--- config.mk ---
export PLATFORM = sky130hd
export DESIGN_NAME = nibble_sub_seq
export DESIGN_NICKNAME = d
export VERILOG_FILES = /design/src/rtl/nibble_sub_pkg.sv /design/src/rtl/nibble_cla4.sv /design/src/rtl/nibble_sub_seq.sv
export SDC_FILE = /design/constraint.sdc
export NUM_CORES = 1
export LEC_CHECK = 0
export CAP_MARGIN = 20
export CORE_MARGIN = 2
export CORE_UTILIZATION = 30
export DETAILED_ROUTE_END_ITERATION = 12
export GPL_TIMING_DRIVEN = 0
export HOLD_SLACK_MARGIN = 0.1
export SLEW_MARGIN = 15
export SYNTH_ARGS = -nofsm -noshare
export SYNTH_HDL_FRONTEND = slang
export SYNTH_SLANG_ARGS = --single-unit
--- constraint.sdc ---
create_clock -name clk -period 2.5 [get_ports clk]
set_clock_uncertainty 0.1 [all_clocks]
set_input_delay 0.25 -clock clk [delete_from_list [all_inputs] [get_ports clk]]
set_output_delay 0.25 -clock clk [all_outputs]
set_load 0.05 [all_outputs]
--- src/rtl/nibble_sub_pkg.sv ---
// nibble_sub_pkg: shared constants and FSM encoding for the nibble-serial subtractor
package nibble_sub_pkg;
  localparam int NIBBLE_W = 4;
  typedef enum logic [1:0] {IDLE, RUN, DONE} state_t;
endpackage

--- src/rtl/nibble_cla4.sv ---
// nibble_cla4: purely combinational 4-bit carry-lookahead adder slice
module nibble_cla4 (
  input  logic [3:0] a,
  input  logic [3:0] b,
  input  logic       c0,
  output logic [3:0] s,
  output logic       cout,
  output logic       c3
);
  logic [3:0] g, p;
  logic [4:0] c;
  always_comb begin
    g    = a & b;
    p    = a ^ b;
    c[0] = c0;
    c[1] = g[0] | (p[0] & c0);
    c[2] = g[1] | (p[1] & g[0]) | (p[1] & p[0] & c0);
    c[3] = g[2] | (p[2] & g[1]) | (p[2] & p[1] & g[0]) | (p[2] & p[1] & p[0] & c0);
    c[4] = g[3] | (p[3] & g[2]) | (p[3] & p[2] & g[1]) | (p[3] & p[2] & p[1] & g[0])
         | (p[3] & p[2] & p[1] & p[0] & c0);
    s    = p ^ c[3:0];
    cout = c[4];
    c3   = c[3];
  end
endmodule

--- src/rtl/nibble_sub_seq.sv ---
// nibble_sub_seq: nibble-serial W-bit subtractor (a - b - bin) with valid/ready handshake; SUB_OVF_EN adds signed-overflow port ovf
module nibble_sub_seq
  import nibble_sub_pkg::*;
#(
  parameter  int NIBBLES = 4,
  localparam int W       = NIBBLE_W * NIBBLES
) (
  input  logic         clk,
  input  logic         rst_n,
  input  logic         in_valid,
  output logic         in_ready,
  input  logic [W-1:0] a,
  input  logic [W-1:0] b,
  input  logic         bin,
  output logic         out_valid,
  input  logic         out_ready,
  output logic [W-1:0] d,
  output logic         bout
`ifdef SUB_OVF_EN
  ,
  output logic         ovf
`endif
);
  localparam int CW = (NIBBLES > 1) ? $clog2(NIBBLES) : 1;
  state_t state, state_n;
  logic [W-1:0] a_r, b_r;
  logic [CW-1:0] cnt;
  logic carry, accept, step, last;
  logic [NIBBLE_W-1:0] op_a, op_b, s;
  logic cout, c3;
  always_comb begin
    accept    = (state == IDLE) && in_valid;
    step      = (state == RUN);
    last      = (cnt == CW'(NIBBLES - 1));
    in_ready  = (state == IDLE);
    out_valid = (state == DONE);
    op_a      = a_r[cnt*NIBBLE_W +: NIBBLE_W];
    op_b      = ~b_r[cnt*NIBBLE_W +: NIBBLE_W];
    state_n   = accept                           ? RUN  :
                (step && last)                   ? DONE :
                ((state == DONE) && out_ready)   ? IDLE : state;
  end
  always_ff @(posedge clk)
    if (!rst_n) state <= IDLE;
    else state <= state_n;
  // subtraction as a + ~b + ~bin: the carry register starts at ~bin and borrow is the inverted final carry
  nibble_cla4 u_cla (
    .a   (op_a),
    .b   (op_b),
    .c0  (carry),
    .s   (s),
    .cout(cout),
    .c3  (c3)
  );
  always_ff @(posedge clk)
    if (!rst_n) begin
      a_r   <= '0;
      b_r   <= '0;
      cnt   <= '0;
      carry <= 1'b0;
      d     <= '0;
      bout  <= 1'b0;
`ifdef SUB_OVF_EN
      ovf   <= 1'b0;
`endif
    end else if (accept) begin
      a_r   <= a;
      b_r   <= b;
      cnt   <= '0;
      carry <= ~bin;
    end else if (step) begin
      d[cnt*NIBBLE_W +: NIBBLE_W] <= s;
      carry <= cout;
      cnt   <= cnt + CW'(1);
      if (last) begin
        bout <= ~cout;
`ifdef SUB_OVF_EN
        ovf  <= c3 ^ cout;
`endif
      end
    end
`ifndef SUB_OVF_EN
  logic unused_c3;
  assign unused_c3 = c3;
`endif
endmodule

Word level (Yosys, flattened, before mapping)
Index checks and enable logic that the tools add are counted.
{"block": "word_totals", "ramBits": 0, "latchBits": 0, "register_bits": 54, "elab_cells": 67, "n_memories": 0, "output_inout_bits": 19, "inputBits": 37, "rom_bits": 0}
{"block": "op_classes", "n_eq_ne": 3, "n_mux": 6, "magnitude_cmp": 0, "bitwise_logic": 34, "n_reduce_logical": 10, "n_shift": 4, "add_sub_neg": 2, "n_mul": 0, "div": 0}
{"cell": "$neg 4->34", "count": 1}
{"cell": "$shift 4x34->16 const A", "count": 1}
{"cell": "$shiftx 4x34->16", "count": 1}
{"cell": "$shiftx 16x5->4", "count": 2}
{"cell": "$and 1x1->1", "count": 16}
{"cell": "$bwmux 16", "count": 1}
{"cell": "$or 1x1->1", "count": 10}
{"cell": "$xor 4x4->4", "count": 2}
{"cell": "$and 4x4->4", "count": 1}
{"cell": "$eq 2x2->1 const B", "count": 2}
{"cell": "$mux 2", "count": 2}
{"cell": "$not 1->1", "count": 4}
{"cell": "$not 4->4", "count": 1}
{"cell": "$reduce_bool 2->1", "count": 2}
{"cell": "$logic_and 1x1->1", "count": 3}
{"cell": "$mux 1", "count": 3}
{"cell": "$reduce_and 3->1", "count": 1}
{"cell": "$reduce_bool 3->1", "count": 1}
{"cell": "$add 2x1->2 const B", "count": 1}
{"cell": "$eq 2x1->1 const B", "count": 1}
{"cell": "$logic_not 2->1", "count": 1}
{"cell": "$reduce_and 2->1", "count": 1}
{"cell": "$reduce_or 2->1", "count": 1}

Logic depth before layout (Yosys ltp)
{"block": "logic_depth", "word_depth": 10, "depth_mapped": 8, "mapped_depth_nobuf": 7}

Modules after synthesis
A second synthesis with hierarchy kept.
{"block": "hier_totals", "hier_cells": 283, "area_unflattened_um2": 2581.2}
{"module": "nibble_sub_seq", "instances": 1, "area_each_um2": 2426.1, "seq_area_each_um2": 1081.0, "cells_per_inst": 265}
{"module": "nibble_cla4", "instances": 1, "area_each_um2": 155.1, "seq_area_each_um2": 0.0, "cells_per_inst": 18}

Worst setup path before layout
Ideal clock, no wire load.
{"block": "synth_timing", "path_type": "register to register", "start": "reg cnt[0]", "end": "reg d[15]", "t_required_ps": 2284, "slack_ps": 51, "arrival_ps": 2233, "setup_ps": 116, "n_path_buf": 1, "period_less_slack_ps": 2449, "path_stages_with_launch": 8, "path_cell_list": "dfxtp_1 buf_4 mux4_2 ha_1 a41oi_1 o21ai_1 xor2_1 a31o_2"}
{"block": "synth_between", "elab_chain_len": 10, "elab_cells_between_ends": 25, "classes_between": "1 x add/sub; 4 x shift; 1 x mux; 19 x bitwise"}
{"item": "start: declaration", "line_no": "nibble_sub_seq.sv:27", "source": "logic [CW-1:0] cnt;"}
{"item": "start signal: assignment", "line_no": "nibble_sub_seq.sv:74", "source": "cnt <= cnt + CW'(1);"}
{"item": "$shiftx 16x5->4", "line_no": "nibble_sub_seq.sv:38", "source": "op_b = ~b_r[cnt*NIBBLE_W +: NIBBLE_W];"}
{"item": "$not 4->4", "line_no": "nibble_sub_seq.sv:38"}
{"item": "$xor 4x4->4 / $and 4x4->4 (equally long branches)", "line_no": "nibble_cla4.sv:14, nibble_cla4.sv:13"}
{"item": "$and 1x1->1", "line_no": "nibble_cla4.sv:18", "source": "c[3] = g[2] | (p[2] & g[1]) | (p[2] & p[1] & g[0]) | (p[2] & p[1] & p[0] & c0);"}
{"item": "$or 1x1->1 / $and 1x1->1 (equally long branches) (2 in series)", "line_no": "nibble_cla4.sv:18"}
{"item": "$or 1x1->1", "line_no": "nibble_cla4.sv:18"}
{"item": "$xor 4x4->4", "line_no": "nibble_cla4.sv:21", "source": "s = p ^ c[3:0];"}
{"item": "$shiftx 4x34->16", "line_no": "nibble_sub_seq.sv:72", "source": "d[cnt*NIBBLE_W +: NIBBLE_W] <= s;"}
{"item": "$bwmux 16 *", "line_no": "nibble_sub_seq.sv:72"}
{"item": "end signal: indexed assignment", "line_no": "nibble_sub_seq.sv:72"}
{"item": "end: declaration", "line_no": "nibble_sub_seq.sv:17", "source": "output logic [W-1:0] d,"}
Mark *: on every way between the ends. The rest lies on a longest branch, timed or not.
A chain may end at the register's enable or synchronous reset.

Worst setup path in the final report
{"block": "layout_timing", "start": "reg cnt[0]", "end": "reg d[10]"}
Same word-level chain as after synthesis.

==> Implementation_results.wiki <==
{| class="wikitable"
! Metric !! Value
|-
| Outcome || complete, no violations
|-
| Ys Warns || 0
|-
| Register area || 0.00108 mm^2
|-
| Endpoint with the worst hold slack || a_r[14]
|-
| Sink Count || 54
|-
| Core Region || 0.00813 mm^2
|-
| IO Pins || 56
|-
| Headroom to the max-slew limit || 62.3%
|-
| Number of cells on the worst hold path || 2
|-
| Final Hold Vio Count || 0
|-
| Chip Height || 95.0 um
|-
| Nets in the synthesized netlist || 316
|-
| Pin count of the biggest net entering global routing || 20
|-
| Number of port buffers || 55
|-
| Remaining design rule violation count || 0
|-
| Antenna cells || 0
|-
| H-tree level count || 2
|-
| Total of endpoints with negative setup slack in the final report || 0
|-
| Vias/cell || 4.85
|-
| Sequential-to-total area share from yosys stat || 43.5%
|-
| Antenna violation net count after detailed routing || 0
|-
| Combined area of all synthesized cells || 0.00249 mm^2
|-
| Multiplexer fraction of the synthesized cell area || 7.55%
|-
| Total count of max-transition violations in the final report || 0
|-
| Wire length per cell after detailed routing || 14.4 um
|-
| Startpoint type of the worst setup path || flop
|-
| Type of the worst min-delay path || reg2reg
|-
| Count of mapped cells out of synthesis || 268
|-
| Setup repair after global routing missed its margin || no
|-
| Vias in the first global route || 2039
|-
| Final instance count without filler cells || 437
|-
| TritonCTS clock tree || done
|-
| Top achievable clock speed || 413 MHz
|-
| Most area-hungry cell type in the Yosys netlist || dfxtp_1
|-
| Worst endpoint required time || 2600 ps
|-
| Worst R2R End || d[10]
|-
| Portion of total power attributed to the clock network || 27.8%
|-
| Highest net fanout along the worst path || 10
|-
| Tightest Pin Transition || 566 ps
|-
| Most frequent cell after synthesis || nand2_1
|-
| Ratio of total power to cell area || 573 mW/mm^2
|-
| Buffers from clock root to sink, at most || 2
|-
| Proportion of register bits with asynchronous set or reset after synthesis || 0%
|-
| FF-to-FF path depth || 7
|-
| Synthesized-area fraction occupied by xor and xnor cells || 0.705%
|-
| Maxcap violations || 0
|-
| Leakage power || 1.30 nW
|-
| Layout cell share with drive strength beyond 1 || 13.9%
|-
| Combinational family with the most area after synthesis || simple AND/OR/NAND/NOR gates
|-
| Synthesized area per cell || 9.28 um^2
|-
| Hold Buf Count CTS || 0
|-
| Post-placement setup slack || -309 ps
|-
| Antenna violations before repair || 0
|-
| Main area contributors after synthesis || dfxtp_1, nand2_1, a21oi_1, mux4_2, ha_1
|-
| Switching share of total power || 31.5%
|-
| P&R area growth vs syn || 35.2%
|-
| Worst endpoint data arrival time || 2520 ps
|-
| Adder and majority gate portion of the synthesized area || 5.84%
|-
| Portion of total power attributed to combinational logic || 23.8%
|-
| Yosys cell types || 33
|-
| Die area || 0.00903 mm^2
|-
| Net switching power || 0.000606 W
|-
| Global-route wire length before repair || 10000 um
|-
| Buffer type at the clock tree root || clkbuf_8
|-
| Multi-input logic area || 0.00134 mm^2
|-
| Final nets || 379
|-
| Slack of the worst reg-to-reg path || 80 ps
|-
| Simple-Gate Fraction of Synth Area || 21.7%
|-
| # placed instances || 428
|-
| Part of the total power dissipated in sequential elements || 48.4%
|-
| Predominant post-synthesis flop cell || dfxtp_1
|-
| Initial core utilization || 30.6%
|-
| Initial DRT Pass Iterations || 4
|-
| Placed wire-length estimate || 4670 um
|-
| GR Overflow Total || 0
|-
| Fill cell instance count of the final layout || 824
|-
| Clock buffer count from CTS || 5
|-
| Flop and latch count out of synthesis || 54
|-
| Total vias in the final route || 2120
|-
| Worst R2R Start || cnt[0]
|-
| Hold path startpoint || a_r[14]
|-
| Launching element of the worst setup path || cnt[0]
|-
| IR drop worst, VDD || 0.000248 V
|-
| Drt first-iter violations || 64
|-
| Compound-gate portion of the synthesized area || 15.5%
|-
| Cell-internal power || 0.00132 W
|-
| Fraction of post-synthesis cell area in the top cell type by area || 43.5%
|-
| Global-route usage over all layers || 14.4%
|-
| Post-layout min period || 2420 ps
|-
| Chip width || 95.0 um
|-
| Crit Path Class || reg2reg
|-
| Clock latency reported for the late side of the worst-skew pair || 320 ps
|-
| Clk slew on worst S/H paths || 110 ps
|-
| Final estimated routing congestion in global placement || 0.823
|-
| Number of enable-type register cells in the synthesized netlist || 0
|-
| Portion of the clock cycle consumed by the worst path in the final layout || 96.9%
|-
| Routed Wire Length || 6290 um
|-
| FP Rows || 33
|-
| Most frequent cells after synthesis || nand2_1, dfxtp_1, a21oi_1, nor2_1, inv_1
|-
| Fin worst setup slack || 78.3 ps
|-
| Crit end category || flop
|}
## sequential cells by signal, summed over array words and instances (netlist names)
signal / count
cnt: 2
a_r: 16
state: 2
bout: 1
b_r: 16
d: 16
carry: 1
## repair_timing
| item | CTS | global route |
|---|---|---|
| buffers inserted | 0 | 1 |
| gates resized for setup | 10 | 8 |
| setup endpoints to repair | 14 | 10 |
## power by group through the flow
| stage | registers, W | clock network, W | logic (W) |
|---|---|---|---|
| 5_1_grt | 0.000938 | 0.000578 | 0.000502 |
| 4_1_cts | 0.000932 | 0.000554 | 0.000433 |
| 6_report | 0.000932 | 0.000536 | 0.000459 |
| 3_5_place_dp | 0.000952 | 0 | 0.000414 |
| 2_1_floorplan | 0.000965 | 0 | 0.000247 |
| 3_3_place_gp | 0.000949 | 0 | 0.000407 |
## area by class of cell
| class | instances | share of cell area, % |
|---|---|---|
| Clock buffer | 5 | 2.05 |
| Multi-Input combinational cell | 187 | 39.9 |
| Buffer | 16 | 3.16 |
| Sequential cell | 54 | 32.3 |
| Timing Repair Buffer | 56 | 16.6 |
| Tap cell | 105 | 3.91 |
| Clock inverter | 3 | 0.856 |
| Inverter | 11 | 1.23 |
## metrics by stage
step	hold WS, ps	power [W]	instance area, um^2	setup TNS [ps]	util [%]
CTS	356	0.00192	3310	0	40.6
detailed placement	344	0.00137	3170	-2780	38.9
finish	359	0.00193	3360	0	41.3
floorplan	286	0.00121	2490	0	-
global route	358	0.00202	3360	0	41.3
global placement	339	0.00136	3170	-1930	38.9
## layer usage
metal  part of all wire, %  vias to the layer above  global-route usage, %  wire, um
li1                      -                     1051                      -         -
met1                    45                     1008                   18.8      2810
met2                    50                       53                   24.6      3120
met3                   4.4                        8                   2.69       278
met4                   1.3                        0                   3.26        81
met5                     0                        -                      0         0
## how the worst max path moves through the flow
| stage | end | slack (ps) | cells after the start |
|---|---|---|---|
| 6_report | d[10] | 80 | 7 |
| 5_1_grt | d[2] | 5 | 7 |
| 4_1_cts | d[15] | 10 | 7 |
| 3_5_place_dp | d[10] | -310 | 8 |
| 3_3_place_gp | d[3] | -250 | 7 |
| 2_1_floorplan | d[15] | 50 | 7 |
## cells by family after synthesis
family | after synthesis
fa+ha+maj | 11
buf+inv | 27
mux | 8
xor+xnor | 2
flops | 54
simple gates | 102
compound gates | 64
## worst max-delay path: stages, from the launching register on
cell	delay (ps)
dfxtp_4	400
buf_12	160
mux4_2	540
ha_4	300
inv_1	80
or3_4	430
a32oi_2	220
nor2_1	60
## placed cells by master, fill, tap and decap left out, types with 2 or more instances in the layout
master	instances
nand2_1	67
a32oi_1	3
nand3b_4	3
mux4_1	2
clkdlybuf4s50_1	55
nor2_1	18
clkbuf_8	5
a31o_2	2
ha_4	2
ha_1	8
a21oi_1	38
nor4b_4	3
mux4_2	6
buf_4	5
and3_1	5
buf_2	3
inv_1	11
a22oi_1	8
a31o_1	2
dfxtp_1	53
clkbuf_1	6
o21ai_0	3
o21ai_2	2
No activity file was read; power rests on OpenSTA's default activity.
